## config.mk

```make
export PLATFORM = sky130hd
export DESIGN_NAME = wra_layer_sched
export DESIGN_NICKNAME = d
export VERILOG_FILES = /design/src/rtl/wra_layer_sched.sv
export SDC_FILE = /design/constraint.sdc
export NUM_CORES = 1
export LEC_CHECK = 0
export CORE_MARGIN = 8
export CORE_UTILIZATION = 60
export CTS_CLUSTER_DIAMETER = 150
export DETAILED_ROUTE_END_ITERATION = 8
export GPL_TIMING_DRIVEN = 0
export PLACE_DENSITY = 0.76
export SLEW_MARGIN = 0
export SYNTH_ARGS = -nofsm -noshare
export SYNTH_HDL_FRONTEND = slang
export SYNTH_SLANG_ARGS = --single-unit
```

## constraint.sdc

```tcl
create_clock -name clk -period 5.1 [get_ports clk]
set_input_delay 1.02 -clock clk [delete_from_list [all_inputs] [get_ports clk]]
set_output_delay 1.02 -clock clk [all_outputs]
set_load 0.05 [all_outputs]
```

## src/rtl/wra_layer_sched.sv

```systemverilog
// wra_layer_sched: layer sequencer for the Winograd accelerator controller.
// Holds a host-written table of per-layer tiling descriptors and walks it:
// for each layer the descriptor fields are registered onto the controller's
// configuration outputs, a one-cycle start pulse is issued, and the sequencer
// waits for Layer_Finish (guarded by a watchdog) before moving on.
//
// Ports:
//   clk, rst           clock, asynchronous active-high reset
//   desc_we/addr/wdata descriptor table write port (ignored while busy)
//   go, num_layers     start request and layer count (sampled in IDLE)
//   abort              synchronous abort back to IDLE
//   Layer_Finish       end-of-layer pulse from the controller
//   inputbstart_op     single-cycle layer start pulse
//   *_op               registered descriptor fields for the current layer
//   busy, done         status: not idle / all layers finished pulse
//   cur_layer          index of the layer being fetched or run
//   err                sticky error (invalid descriptor or watchdog timeout)
module wra_layer_sched #(
  parameter int unsigned DEPTH_LOG2 = 4,
  parameter int unsigned TO_W       = 24
) (
  input  logic                  clk,
  input  logic                  rst,
  input  logic                  desc_we,
  input  logic [DEPTH_LOG2-1:0] desc_addr,
  input  logic [31:0]           desc_wdata,
  input  logic                  go,
  input  logic [DEPTH_LOG2:0]   num_layers,
  input  logic                  abort,
  input  logic                  Layer_Finish,
  output logic                  inputbstart_op,
  output logic [8:0]            numslideH_op,
  output logic [4:0]            numswitchH_op,
  output logic [4:0]            numslideV_op,
  output logic [4:0]            NInch_D_PInch_op,
  output logic [4:0]            NOuch_D_POuch_op,
  output logic                  busy,
  output logic                  done,
  output logic [DEPTH_LOG2-1:0] cur_layer,
  output logic                  err
);

  typedef enum logic [2:0] {
    S_IDLE, S_FETCH, S_LOAD, S_START, S_RUN, S_NEXT, S_DONE, S_ERR
  } state_t;

  // Watchdog value one step short of all-ones: seeing it in RUN means the
  // counter reaches all-ones on this edge, so the timeout is taken now.
  localparam logic [TO_W-1:0] WD_LAST = {{(TO_W-1){1'b1}}, 1'b0};

  state_t              state, state_nx;
  logic [31:0]         mem [0:(1<<DEPTH_LOG2)-1];
  logic [31:0]         rd_data;
  logic [DEPTH_LOG2:0] nl_q;
  logic [TO_W-1:0]     wd;
  logic                last_layer;
  logic                unused_rsvd;

  assign unused_rsvd = ^rd_data[30:29];
  assign last_layer  = ({1'b0, cur_layer} == (nl_q - 1'b1));

  assign busy           = (state != S_IDLE);
  assign done           = (state == S_DONE);
  assign inputbstart_op = (state == S_START);

  // Descriptor table: written only while idle, read one cycle after FETCH.
  always_ff @(posedge clk) begin
    if (desc_we && state == S_IDLE) mem[desc_addr] <= desc_wdata;
    if (state == S_FETCH) rd_data <= mem[cur_layer];
  end

  always_comb begin
    state_nx = state;
    if (state != S_IDLE && abort) begin
      state_nx = S_IDLE;
    end else begin
      case (state)
        S_IDLE:  if (go) state_nx = (num_layers == '0) ? S_DONE : S_FETCH;
        S_FETCH: state_nx = S_LOAD;
        S_LOAD:  state_nx = rd_data[31] ? S_START : S_ERR;
        S_START: state_nx = S_RUN;
        S_RUN: begin
          if (Layer_Finish)     state_nx = S_NEXT;
          else if (wd == WD_LAST) state_nx = S_ERR;
        end
        S_NEXT:  state_nx = last_layer ? S_DONE : S_FETCH;
        S_DONE:  state_nx = S_IDLE;
        S_ERR:   state_nx = S_IDLE;
        default: state_nx = S_IDLE;
      endcase
    end
  end

  always_ff @(posedge clk or posedge rst) begin
    if (rst) begin
      state            <= S_IDLE;
      nl_q             <= '0;
      cur_layer        <= '0;
      err              <= 1'b0;
      wd               <= '0;
      numslideH_op     <= '0;
      numswitchH_op    <= '0;
      numslideV_op     <= '0;
      NInch_D_PInch_op <= '0;
      NOuch_D_POuch_op <= '0;
    end else begin
      state <= state_nx;
      if (state == S_IDLE && go) begin
        err <= 1'b0;
        if (num_layers != '0) begin
          nl_q      <= num_layers;
          cur_layer <= '0;
        end
      end
      if (state_nx == S_ERR) err <= 1'b1;
      // Fields move only on a successful LOAD, so an abort or invalid
      // descriptor leaves the controller's configuration untouched.
      if (state == S_LOAD && state_nx == S_START) begin
        numslideH_op     <= rd_data[8:0];
        numswitchH_op    <= rd_data[13:9];
        numslideV_op     <= rd_data[18:14];
        NInch_D_PInch_op <= rd_data[23:19];
        NOuch_D_POuch_op <= rd_data[28:24];
      end
      if (state == S_START)    wd <= '0;
      else if (state == S_RUN) wd <= wd + 1'b1;
      if (state == S_NEXT && state_nx == S_FETCH) cur_layer <= cur_layer + 1'b1;
    end
  end

endmodule
```

==> metrics, run 1 <==
GRT overflow=0; initial antenna violation count=0; crit share post-route=0.723; Die Wd=about 210 um; Worst Tran Pin Value=about 1.2 ns; CP Data Arrival Time=about 4 ns; fin area=~26000 sq um; maximum vdd drop=~0.34 mV; H-tree depth=2; Area Growth Syn to Fin=17.3%; CTS buffer count=56; WP data required=~5.4 ns; Initial Util=0.607; total track usage=0.245; Starting DRT DRC Count=~1100; Seq pwr share=0.461; clk slew on worst S/H paths=around 0.06 ns; Clock power frac=0.335; Final HPWL DP=around 31000 um; min cycle time layout=around 3.7 ns; yosys warns=0; internal power=between 8 and 9 mW; post-DR wirelength/cell=between 30 and 40 um; setup violation total in the final timing report=0; Leak=around 8.4 nW; First-pass DRT Iterations=5; Setup CP Type=reg -> reg; Post-CTS Repair Setup Buffers=0; Mapped Nets=roughly 1100; Area after DPL=24200 sq um; Hold WC Path Type=reg -> reg; Top FF cell, synth=edfxtp_1; vias=11200; Final ANT Viol Nets=0; Nets=~1200; Mapped Area=22200 sq um; status=completed; register area share after synthesis=0.765; Yosys cell types=just under 60; Multi-input gate area=~5100 sq um; Post-synth EDFFs=~500; Yosys top cell area share=0.690; DRC violations left=0; vias in the first global route=about 12000; Avg Cell Area, Syn=roughly 22 sq um; switching power=~3.3 mW; Die H=208 um; Max clock buf depth=3; Sw Ratio=0.269; Hold Fails Final Rpt=0; I/O Buffers=between 80 and 90; Max Freq=271 MHz; routability congestion estimate=0.834; largest net degree at the start of global routing=53; Logic pwr share=0.205; hold buffers post-CTS=0; Yosys reg bits=576; drt via density=roughly 6.6; fin. max-slew vios=0; Row Count=70; CP Capture Type=register; CTS tree=built; Setup TNS=0 ns; Worst-Skew Late Latency=between 0.6 and 0.7 ns; layout cells sized above 1=0.274; most common cell in the synthesized netlist=edfxtp_1; dpl ws=approximately 1.3 ns; Syn Inst Count=between 1000 and 1500; Worst Skew=approximately 0.017 ns; core area=36500 sq um; Synth top cells by count=edfxtp_1, mux4_2, dfrtp_1; ANT cells=0; Final Worst Setup Slack=1.41 ns; Startpoint Class=register; top cells by area, synth=edfxtp_1, mux4_2, dfrtp_1, mux2_2, mux2_4; FFs w/ async S/R, synth=0.115; # fillers=between 2000 and 2500; CTS sink cnt=~580; Critical Path Fanout Max=8; cts repair resizes=0; CTS root buffer=clkbuf_16; pwr/cell area=between 400 and 500 nW/um^2; first-pass GRT wire length=approximately 78000 um; FF+latch area=between 15000 and 20000 sq um; RSZ-0062 raised after global routing=no; Total Wirelength=52600 um; final core utilization=0.712; I/O Pins=84; slew margin rel.=0.184; # Max-Cap Violations=0; leading area contributor after synthesis=edfxtp_1; Die ar.=roughly 43000 sq um
final cells by class:
cell class / instances / area share
timing repair buffer: 111 / 0.0497
sequential: 576 / 0.652
tap: 468 / 0.0225
inverter: 12 / 0.00183
buffer: 45 / 0.00741
clock buffer: 80 / 0.0616
clock inverter: 25 / 0.00885
multi-input combinational: 372 / 0.196
per-layer routing:
metal | up-vias | track usage | wire length (um)
met5 | - | 0 | 0
met4 | 0 | 0.0888 | 1590
met3 | 116 | 0.0475 | 4570
met2 | 646 | 0.432 | 27500
met1 | 5901 | 0.301 | 18900
li1 | 4548 | - | -
path summary, 6_finish.rpt:
kind / start / end / slack (ns) / cells past startpoint
setup / recovery: state[1] / mem[0][21] / 1.41 / 10
hold / removal: wd[22] / wd[22] / 0.47 / 1
setup reg to reg: state[1] / mem[0][21] / 1.41 / 10
hold reg to reg: wd[22] / wd[22] / 0.47 / 1
max in group asynchronous: rst / NOuch_D_POuch_op[1] / 3.79 / 3
min in group asynchronous: rst / numslideH_op[4] / 0.73 / 2
power by group through the flow:
stage               Clock (mW)  Sequential, mW  Combinational (mW)
global placement             0            5.74                2.39
CTS                       4.14            5.65                2.54
floorplan                    0            6.07                1.32
detailed placement           0            5.73                2.50
global route              4.32            5.67                2.64
finish                    4.10            5.65                2.51
placed cells by master (no fill, tap or decap), types with 6 or more instances in the layout:
cell type and count:
clkbuf_1 44, xnor2_1 7, buf_12 10, buf_2 10, clkinv_2 8, nand4_1 6, clkinv_1 9, nand3_1 11
nor2_4 13, mux2_2 23, mux2_4 10, mux2i_1 14, buf_6 15, inv_1 10, edfxtp_1 510, dfrtp_1 66
nand2_1 32, mux4_2 150, o21ai_0 13, clkbuf_16 57, nand2b_1 6, clkdlybuf4s50_1 81, clkbuf_8 9, nor2_1 14
logic make-up after synthesis:
group	synth area share
fa+ha+maj	0.00226
xor+xnor	0.00276
simple gates	0.0297
compound gates	0.0127
mux	0.177
buf+inv	0.0107
flops	0.765
through the flow:
step | power [mW] | cells | hold WS [ns]
after floorplan | 7.39 | 1005 | 0.437
after global placement | 8.13 | 1554 | 0.454
after detailed placement | 8.23 | 1584 | 0.456
after CTS | 12.3 | 1689 | 0.472
after global routing | 12.6 | 1689 | 0.502
final | 12.3 | 1689 | 0.468
worst max-delay path: stages, from the launching register on:
cell and delay (ns):
dfrtp_1 0.36, clkbuf_1 0.19, nor3_2 0.66, nand2_1 0.23, or3_1 0.53, nor3_2 0.52
buf_6 0.23, buf_6 0.18, buf_6 0.17, buf_6 0.16, buf_6 0.16
sequential cells by signal (all words and copies together) (netlist names), 9 cells and up:
signal	count
mem	480
rd_data	30
wd	24
numslideH_op	9
No activity file was read; power rests on OpenSTA's default activity.
==> run 2: changes to the inputs <==
--- a/config.mk
+++ b/config.mk
@@ -6,11 +6,11 @@
 export NUM_CORES = 1
 export LEC_CHECK = 0
 export CORE_MARGIN = 8
-export CORE_UTILIZATION = 60
+export CORE_UTILIZATION = 55
 export CTS_CLUSTER_DIAMETER = 150
 export DETAILED_ROUTE_END_ITERATION = 8
 export GPL_TIMING_DRIVEN = 0
-export PLACE_DENSITY = 0.76
+export PLACE_DENSITY = 0.73
 export SLEW_MARGIN = 0
 export SYNTH_ARGS = -nofsm -noshare
 export SYNTH_HDL_FRONTEND = slang
==> constraint.sdc (replaced) <==
create_clock -name clk -period 3 [get_ports clk]
set_input_delay 0.6 -clock clk [delete_from_list [all_inputs] [get_ports clk]]
set_output_delay 0.6 -clock clk [all_outputs]
set_load 0.05 [all_outputs]
==> run 2 against run 1 <==
  * Clock power up 63%
  * Clock skew up 0.0030 ns
  * Worst setup slack worse by 1.3 ns
  * Largest power group unchanged
  * First-iteration DRC count down 0.98%
  * Wire length down 5.9%
  * Combinational power up 69%
  * Via count down 2.7%
  * Sequential power up 69%
  * Die area up 8.4%
  * Highest routed layer is now met5
==> metrics, run 2 (same netlist as run 1, synthesis figures left out) <==
status=completed; dpl ws=-0.228 ns; # Max-Cap Violations=0; initial antenna violation count=4; Final ANT Viol Nets=0; I/O Buffers=81; Logic pwr share=0.207; placed insts=approximately 1600; crit share post-route=0.969; critical-path cell list=clkbuf_1 -> clkbuf_1 -> clkbuf_2 -> mux4_2 -> mux4_2; First-pass DRT Iterations=5; Worst Tran Pin Value=roughly 1.1 ns; CP Capture Type=register; Final HPWL DP=between 20000 and 30000 um; internal power=15.0 mW; max reg flops=480; CP top delay family=buffers and inverters; Largest regs=mem: 480 flops, rd_data: 30 flops, wd: 24 flops; WP buf/inv=3; Max Freq=between 300 and 400 MHz; Seq pwr share=0.467; Die ar.=around 47000 sq um; pwr/cell area=783 nW/um^2; Setup TNS=0 ns; GRT overflow=0; Starting DRT DRC Count=~1100; first-pass GRT wire length=~74000 um; Clock power frac=0.326; fin. max-slew vios=0; WP data required=3.33 ns; Sw Ratio=0.266; Worst-Skew Late Latency=slightly above 0.6 ns; setup violation total in the final timing report=0; vias in the first global route=between 10000 and 15000; CTS buffer count=55; Hold WC Path Type=in -> async; Area Growth Syn to Fin=17.9%; CTS tree=built; Worst Skew=around 0.020 ns; maximum vdd drop=approximately 0.53 mV; vias=about 11000; max incr delay on CP=0.51 ns; Die H=217 um; Nets=~1200; core area=~40000 sq um; Startpoint Class=register; total track usage=0.214; Max clock buf depth=3; min cycle time layout=between 2 and 3 ns; # fillers=approximately 2500; Leak=about 8.5 nW; Setup CP Type=reg -> reg; Initial Util=0.558; Hold Fails Final Rpt=0; post-DR wirelength/cell=28.4 um; clk slew on worst S/H paths=0.06 ns; Total Wirelength=between 40000 and 50000 um; CTS sink cnt=576; Hold Slack=0.361 ns; I/O Pins=84; Non-Filler Instances=~1700; H-tree depth=2; largest net degree at the start of global routing=37; CP Data Arrival Time=around 3.2 ns; drt via density=6.26; Slowest-stage cell, CP=clkbuf_2; layout cells sized above 1=0.276; routability congestion estimate=just over 0.8; DRC violations left=0; CTS root buffer=clkbuf_16; most frequent cells in the layout=edfxtp_1, mux4_2, clkdlybuf4s50_1; switching power=between 5 and 6 mW; Critical Path Fanout Max=10; slew margin rel.=0.241; Die Wd=217 um; most common cell after layout, fill and taps aside=edfxtp_1; hold buffers post-CTS=0; Power, Total=a little over 20 mW; Reg with most FFs=mem; Row Count=73; RSZ-0062 raised after global routing=yes; Final Worst Setup Slack=roughly 0.093 ns
==> run 2: final cells by class <==
class / instances / area, sq um / share of cell area
antenna: 3 / 7.51 / 0.000287
buffer: 45 / 229 / 0.00876
clock buffer: 84 / 1560 / 0.0595
clock inverter: 19 / 175 / 0.00670
inverter: 12 / 47.5 / 0.00182
multi-input combinational: 372 / 5130 / 0.196
sequential: 576 / 17000 / 0.649
tap: 525 / 657 / 0.0251
timing repair buffer: 106 / 1390 / 0.0530
==> run 2: worst reg2reg max path, stage by stage (launching register included) <==
cell and delay [ns]:
dfrtp_1 0.39, clkbuf_1 0.40, clkbuf_1 0.44, clkbuf_2 0.51, mux4_2 0.39, mux4_2 0.50
==> run 2: power by group through the flow <==
stage	sequential, mW	clock (mW)	combinational [mW]
floorplan	10.3	0	2.25
global placement	9.73	0	4.07
detailed placement	9.72	0	4.24
CTS	9.56	6.78	4.31
global route	9.61	7.07	4.51
finish	9.56	6.68	4.24
==> run 2: path summary, 6_finish.rpt <==
| kind | start | end | slack, ns | cells after the start |
|---|---|---|---|---|
| max in group asynchronous | rst | numswitchH_op[1] | 2.03 | 3 |
| hold reg to reg | wd[22] | wd[22] | 0.47 | 1 |
| setup / recovery | cur_layer[1] | rd_data[10] | 0.09 | 5 |
| hold / removal | rst | wd[14] | 0.36 | 2 |
| setup reg to reg | cur_layer[1] | rd_data[10] | 0.09 | 5 |
| min in group clk | wd[22] | wd[22] | 0.47 | 1 |
==> run 2: repair_timing <==
action | in CTS | in global routing
endpoints found under the setup margin | 46 | 23
gates resized for setup | 22 | 9
pin swaps | 1 | 1
setup buffers | 1 | 2
==> run 2: metal layers <==
layer / up-vias / part of all wire / track usage / routed length [um]
met5: - / 0.00026 / 0 / 13
met1: 5775 / 0.39 / 0.290 / 19400
li1: 4537 / - / - / -
met2: 507 / 0.50 / 0.349 / 24800
met3: 85 / 0.080 / 0.0402 / 3940
met4: 2 / 0.025 / 0.0733 / 1230
==> run 2: through the flow <==
stage	util	area, sq um
3_3_place_gp	0.596	23700
4_1_cts	0.657	26100
5_1_grt	0.658	26200
6_report	0.658	26200
3_5_place_dp	0.613	24300
2_1_floorplan	-	22200
